$ cat src/rtl/mux_sel_arbiter8.sv
// Round-robin arbiter for one shared 8:1 datapath mux: one-hot grant plus matching select,
// held until done, request drop, or the hold limit expires.
//
// state | meaning
// IDLE  | no owner; arbitrate among pending requests starting after r_last
// BUSY  | grant held by requester r_sel; r_hold_cnt counts cycles held
module mux_sel_arbiter8 #(
    parameter int N_REQ    = 8,
    parameter int SEL_W    = 3,
    parameter int MAX_HOLD = 15
) (
    input  logic             clk,
    input  logic             reset,
    input  logic [N_REQ-1:0] req,
    input  logic             done,
    output logic [N_REQ-1:0] grant,
    output logic [SEL_W-1:0] sel,
    output logic             busy,
    output logic             timeout
);

    localparam int HOLD_W = $clog2(MAX_HOLD + 1);
    localparam logic [HOLD_W-1:0] HOLD_LIMIT = HOLD_W'(MAX_HOLD);

    typedef enum logic {
        IDLE = 1'b0,
        BUSY = 1'b1
    } state_t;

    state_t            r_state;
    logic [N_REQ-1:0]  r_grant;
    logic [SEL_W-1:0]  r_sel;
    logic              r_busy;
    logic              r_timeout;
    logic [SEL_W-1:0]  r_last;
    logic [HOLD_W-1:0] r_hold_cnt;

    logic [SEL_W-1:0]  w_pick;
    logic              w_owner_req;
    logic              w_at_limit;
    logic              w_release;

    // Scan from farthest to nearest so the nearest set bit after r_last wins.
    always_comb begin
        w_pick = '0;
        for (int i = N_REQ; i >= 1; i--) begin
            if (req[SEL_W'((int'(r_last) + i) % N_REQ)]) begin
                w_pick = SEL_W'((int'(r_last) + i) % N_REQ);
            end
        end
    end

    assign w_owner_req = req[r_sel];
    assign w_at_limit  = (r_hold_cnt == HOLD_LIMIT);
    assign w_release   = done || !w_owner_req || w_at_limit;

    always_ff @(posedge clk or posedge reset) begin
        if (reset) begin
            r_state    <= IDLE;
            r_grant    <= '0;
            r_sel      <= '0;
            r_busy     <= 1'b0;
            r_timeout  <= 1'b0;
            r_last     <= SEL_W'(N_REQ - 1);
            r_hold_cnt <= '0;
        end else begin
            r_timeout <= 1'b0;
            case (r_state)
                IDLE: begin
                    if (req != '0) begin
                        r_state    <= BUSY;
                        r_grant    <= N_REQ'(1) << w_pick;
                        r_sel      <= w_pick;
                        r_busy     <= 1'b1;
                        r_hold_cnt <= HOLD_W'(1);
                    end
                end
                BUSY: begin
                    if (w_release) begin
                        r_state    <= IDLE;
                        r_grant    <= '0;
                        r_sel      <= '0;
                        r_busy     <= 1'b0;
                        r_last     <= r_sel;
                        r_hold_cnt <= '0;
                        r_timeout  <= !done && w_owner_req && w_at_limit;
                    end else begin
                        r_hold_cnt <= r_hold_cnt + 1'b1;
                    end
                end
                default: begin
                    r_state <= IDLE;
                end
            endcase
        end
    end

    assign grant   = r_grant;
    assign sel     = r_sel;
    assign busy    = r_busy;
    assign timeout = r_timeout;

endmodule

$ cat config.mk
export PLATFORM = sky130hd
export DESIGN_NAME = mux_sel_arbiter8
export DESIGN_NICKNAME = d
export VERILOG_FILES = /design/src/rtl/mux_sel_arbiter8.sv
export SDC_FILE = /design/constraint.sdc
export NUM_CORES = 1
export LEC_CHECK = 0
export CAP_MARGIN = 25
export CORE_MARGIN = 8
export CORE_UTILIZATION = 45
export DETAILED_ROUTE_END_ITERATION = 6
export PLACE_DENSITY = 0.78
export RECOVER_POWER = 50
export SYNTH_ARGS = -nofsm -noshare
export SYNTH_HDL_FRONTEND = slang
export SYNTH_SLANG_ARGS = --single-unit
$ cat constraint.sdc
create_clock -name clk -period 3.4 [get_ports clk]
set_input_delay 0.51 -clock clk [delete_from_list [all_inputs] [get_ports clk]]
set_output_delay 0.51 -clock clk [all_outputs]
set_load 0.01 [all_outputs]
==> results of run 1 <==
cells by family after synthesis:
group                    after synthesis  synth area share
AND/OR/NAND/NOR                       65            0.1339
AO/OA/AOI/OAI                         57            0.2425
multiplexers                          39            0.2821
buffers and inverters                 23           0.06122
flip-flops                            21            0.2539
adder cells (fa/ha/maj)                3           0.01801
XOR/XNOR                               2          0.008405
power breakdown:
| part | switching [uW] | total [uW] | internal, uW |
|---|---|---|---|
| clock | 77.7 | 159 | 81.7 |
| sequential | 71.3 | 409 | 337 |
| combinational | 1030 | 1820 | 793 |
metal layers:
layer,vias to the layer above,global-route usage,part of all wire
li1,844,-,-
met1,890,0.1866,0.44
met2,62,0.2368,0.48
met3,13,0.02637,0.053
met4,0,0.07064,0.023
met5,-,0,0
path summary, 6_finish.rpt:
kind,from,end,slack (ns),cells past startpoint
min reg2reg,grant[4]$_DFFE_PP0P_,grant[4]$_DFFE_PP0P_,0.48,2
max in group asynchronous,reset,grant[4]$_DFFE_PP0P_,2.10,2
max reg2reg,r_last[0]$_DFFE_PP1P_,grant[0]$_DFFE_PP0P_,0.21,10
min,grant[4]$_DFFE_PP0P_,grant[4]$_DFFE_PP0P_,0.48,2
min in group asynchronous,reset,sel[2]$_DFFE_PP0P_,0.82,2
max,r_last[0]$_DFFE_PP1P_,grant[0]$_DFFE_PP0P_,0.21,10
metrics by stage:
| stage | cells | setup WS, ns | total power, uW |
|---|---|---|---|
| floorplan | 210 | 0.2317 | 1866 |
| detailed placement | 277 | 0.2365 | 2219 |
| global placement | 277 | 0.3083 | 2192 |
| CTS | 281 | 0.2545 | 2392 |
| global route | 281 | 0.08989 | 2554 |
| finish | 281 | 0.2109 | 2387 |
area by class of cell:
class | instances | area [um2] | area share
Clock buffer | 3 | 41.29 | 0.01737
Clock inverter | 1 | 5.005 | 0.002105
Multi-Input combinational cell | 166 | 1428 | 0.6005
Inverter | 9 | 33.78 | 0.01421
Sequential cell | 21 | 529.3 | 0.2226
Timing Repair Buffer | 29 | 275.3 | 0.1158
Tap cell | 52 | 65.06 | 0.02737
cells in the mapped netlist, types with 5 or more instances:
cell type  instances
inv_1              8
nand3_1            9
a21oi_1            9
o21ai_0            9
dfrtp_1           18
nand2_1           35
mux4_2            14
nor2_1            12
o21ai_1            5
o41ai_2            8
clkbuf_1           6
mux2_2             8
mux2i_1           13
worst max-delay path: stages (launching register included):
cell and delay [ns]:
dfstp_2 0.54, inv_2 0.09, ha_1 0.29, buf_4 0.26, mux4_2 0.56, a22oi_1 0.25, a32oi_1 0.08, o32ai_1 0.30
o21ai_1 0.17, and2_4 0.20, o41ai_2 0.34
state kept, by name (all words and copies together) (netlist names):
register	cells
grant	8
r_hold_cnt	4
r_last	3
sel	3
busy	1
r_state	1
timeout	1
==> impl_metrics.ini, run 1 <==
[logic_synthesis]
synth_top_area_frac = 0.2161
async_reset_ff_frac = 1.000
ys_warn_count = 0
yosys.area.top_type = dfrtp_1
synth_edf_count = 0
avgSynthCellArea_um2 = 9.926
syn_nets = 224
synth_area_leaders = dfrtp_1 22%, mux4_2 15%, nand2_1 6.3%
synth_area_um2 = 2084
ys.flop_type = dfrtp_1
synth.yosys.seq_area_share = 0.2539
ys_ff_latch = 21
synthCells = 210
synth.distinct_cells = 53

[critical_path]
cp-start-kind = register
critPathMaxFanout = 17
cp.required_ns = 3.55
end_kind = register
worstSetupPathType = reg -> reg
cp.arrival_ns = 3.34

[timing]
hold_violations = 0
max_freq_mhz = 313.6
rsz0062_at_grt = false
worst_clock_skew_ns = 0.002191
setup_viol = 0
hold-worst-slack_ns = 0.4777
slew_violations = 0
finalCritPeriodShare = 0.9380
worst_pin_slew_ns = 0.7693
tns_ns = 0
layout_min_cycle_time_ns = 3.189
maxSlewHeadroom = 0.4866

[drt]
wl_per_cell_um = 18.70
dr.pass1.iters = 4
routed_wl_um = 5255
drt_iter0_drc = 182
vias = 1809
routed_via_density = 6.438
drc = 0
drtAntennaViolNets = 0

[global_route]
grt_pass1_wl_um = 8838
antenna_found_initial = 0
grt_usage = 0.1481
grt_max_degree = 22
grt_pass1_vias = 1819
grt_overflow = 0

[placement]
io_buffers = 23
gp_congestion = 0.9167
hpwl_um = 3915
placed_area_um2 = 2331

[final_layout]
fill_cells = 380
final_cell_mix = 35 x nand2_1, 18 x dfrtp_1, 16 x clkdlybuf4s50_1
final_area_um2 = 2377
layout-drive-gt1-share = 0.2489
utilization = 0.5385
final_common_cell = nand2_1
n_antenna_cell = 0
syn_to_final_growth_pct = 14.05
layout.nets = 244

[floorplanning]
dieHeight_um = 84.06
placementRows = 24
dieArea_um2 = 7066
ios = 24
die_x_um = 84.06
fp.coreArea_um2 = 4414
start_util = 0.4722

[clocking]
cts_tree = yes
cts_resized = 0
h-tree-depth = 1
cts_sinks = 21
post-cts-setup-buffers = 0
path_clk_slew_ns = 0.07
postCtsHoldBufs = 0
cts_made_buffers = 3
cts_root_buffer = clkbuf_8
clk_latency_ns = 0.26
ctsLongestPathBuffers = 2

[pwr]
power.density_nw_per_um2 = 1004
leakage_uw = 0.0009772
max-vdd-ir-drop_mv = 0.6228

[flow_run]
cap_violations = 0

[run_status]
status = complete, no violations

[min_path]
hold_path_class = reg -> reg
Power figures use the tool's default switching activity.
==> inputs of run 2 (changes only) <==
--- a/config.mk
+++ b/config.mk
@@ -10,5 +10,5 @@
 export CORE_UTILIZATION = 45
 export DETAILED_ROUTE_END_ITERATION = 6
-export PLACE_DENSITY = 0.78
+export PLACE_DENSITY = 0.75
 export RECOVER_POWER = 50
 export SYNTH_ARGS = -nofsm -noshare
==> constraint.sdc (replaced) <==
create_clock -name clk -period 3.8 [get_ports clk]
set_input_delay 0.57 -clock clk [delete_from_list [all_inputs] [get_ports clk]]
set_output_delay 0.57 -clock clk [all_outputs]
set_load 0.02 [all_outputs]
==> impl_metrics.ini, run 2 (synthesized netlist as in run 1, its figures left out) <==
[run_status]
status = complete, no violations

[drt]
routed_wl_um = 4840
drt_iter0_drc = 176
dr.pass1.iters = 5
routed_via_density = 6.342
drtAntennaViolNets = 0
drc = 0
vias = 1763
wl_per_cell_um = 17.41

[floorplanning]
dieArea_um2 = 7066
dieHeight_um = 84.06
placementRows = 24
die_x_um = 84.06
start_util = 0.4722
fp.coreArea_um2 = 4414
ios = 24

[pwr]
power.switching_uw = 1044
seq_power_share = 0.179
leakage_uw = 0.0009614
intPower_uw = 1076
power_uw = 2121
power.density_nw_per_um2 = 901.0
pwr-share-comb = 0.754
p_clk_frac = 0.067
max-vdd-ir-drop_mv = 0.6561
switching_share = 0.4925

[global_route]
grt_usage = 0.1328
grt_pass1_wl_um = 8121
grt_max_degree = 23
grt_overflow = 0
antenna_found_initial = 0
grt_pass1_vias = 1695

[critical_path]
end_kind = register
cp-start-kind = register
slowest_stage = ha_1
crit_chain = inv_2 -> ha_1 -> mux4_2 -> mux2_4 -> o22ai_2 -> a211oi_1 -> o211ai_2 -> o221ai_2 -> o41ai_2
cp.arrival_ns = 3.60
cp.buffers_inverters = 1
slowest_delay_ns = 0.79
cp.required_ns = 3.95
crit_family = compound AO/OA/AOI/OAI gates
critPathMaxFanout = 17
worstSetupPathType = reg -> reg

[clocking]
path_clk_slew_ns = 0.07
h-tree-depth = 1
ctsLongestPathBuffers = 2
cts_tree = yes
cts_root_buffer = clkbuf_8
post-cts-setup-buffers = 0
postCtsHoldBufs = 0
cts_made_buffers = 3
cts_resized = 0
clk_latency_ns = 0.25
cts_sinks = 21

[placement]
hpwl_um = 3589
gp_congestion = 0.8890
placed_area_um2 = 2308
io_buffers = 23

[final_layout]
n_antenna_cell = 0
layout.nets = 241
syn_to_final_growth_pct = 12.91
largest_reg_flops = 8
layout-drive-gt1-share = 0.2345
final_area_um2 = 2354
fill_cells = 381
final_cell_mix = 35 x nand2_1, 18 x dfrtp_1, 16 x clkdlybuf4s50_1
ff_latch_area_um2 = 529.3
final_common_cell = nand2_1
utilization = 0.5332
multi_input_area_um2 = 1428

[timing]
rsz0062_at_grt = false
worst_pin_slew_ns = 0.7674
hold-worst-slack_ns = 0.4795
maxSlewHeadroom = 0.4878
layout_min_cycle_time_ns = 3.455
worst_clock_skew_ns = 0.002462
setup_viol = 0
hold_violations = 0
max_freq_mhz = 289.4
tns_ns = 0
slew_violations = 0
finalCritPeriodShare = 0.9092

[flow_run]
cap_violations = 0

[min_path]
hold_path_class = reg -> reg
[run 2: cell types whose count changed in the layout (fill, tap and decap cells not counted), sizes merged]
cell    delta
buf        -3
clkbuf     +1
clkinv     -1
[run 2: worst min-delay path: stages, from the launching register on]
cell and delay, ns:
dfrtp_1 0.34, nand2_1 0.06, o41ai_2 0.05
[run 2: final cells by class]
cell class / instances / share of cell area
repair buffers: 26 / 0.1074
multi-input cells: 166 / 0.6066
clock buffers: 4 / 0.01914
inverters: 9 / 0.01435
flip-flops and latches: 21 / 0.2249
well taps: 52 / 0.02764
[run 2: power by group through the flow]
| stage | logic (uW) | registers [uW] | clock network [uW] |
|---|---|---|---|
| after floorplan | 1300 | 402 | 0 |
| after global placement | 1570 | 381 | 0 |
| after detailed placement | 1590 | 383 | 0 |
| after CTS | 1600 | 379 | 147 |
| after global routing | 1740 | 393 | 152 |
| final | 1600 | 380 | 141 |
[run 2: final timing paths]
kind / from / end / slack [ns] / depth (start not counted)
min in group asynchronous: reset / sel[0]$_DFFE_PP0P_ / 0.89 / 2
min: grant[6]$_DFFE_PP0P_ / grant[6]$_DFFE_PP0P_ / 0.48 / 2
max reg2reg: r_last[0]$_DFFE_PP1P_ / grant[7]$_DFFE_PP0P_ / 0.35 / 9
max in group asynchronous: reset / r_hold_cnt[3]$_DFFE_PP0P_ / 2.44 / 2
max: r_last[0]$_DFFE_PP1P_ / grant[7]$_DFFE_PP0P_ / 0.35 / 9
min reg2reg: grant[6]$_DFFE_PP0P_ / grant[6]$_DFFE_PP0P_ / 0.48 / 2
[run 2: layer usage]
layer | track usage | routed length, um | vias to the layer above
li1 | - | - | 840
met2 | 0.2208 | 2258 | 60
met5 | 0 | 0 | -
met3 | 0.01367 | 211 | 10
met4 | 0.03925 | 72 | 0
met1 | 0.1749 | 2298 | 853
[run 2: metrics by stage]
step                      instances  setup WS, ns
after detailed placement        274        0.3694
after global routing            278        0.1197
after CTS                       278        0.3412
final                           278        0.3451
after floorplan                 210        0.6317
after global placement          274        0.4002
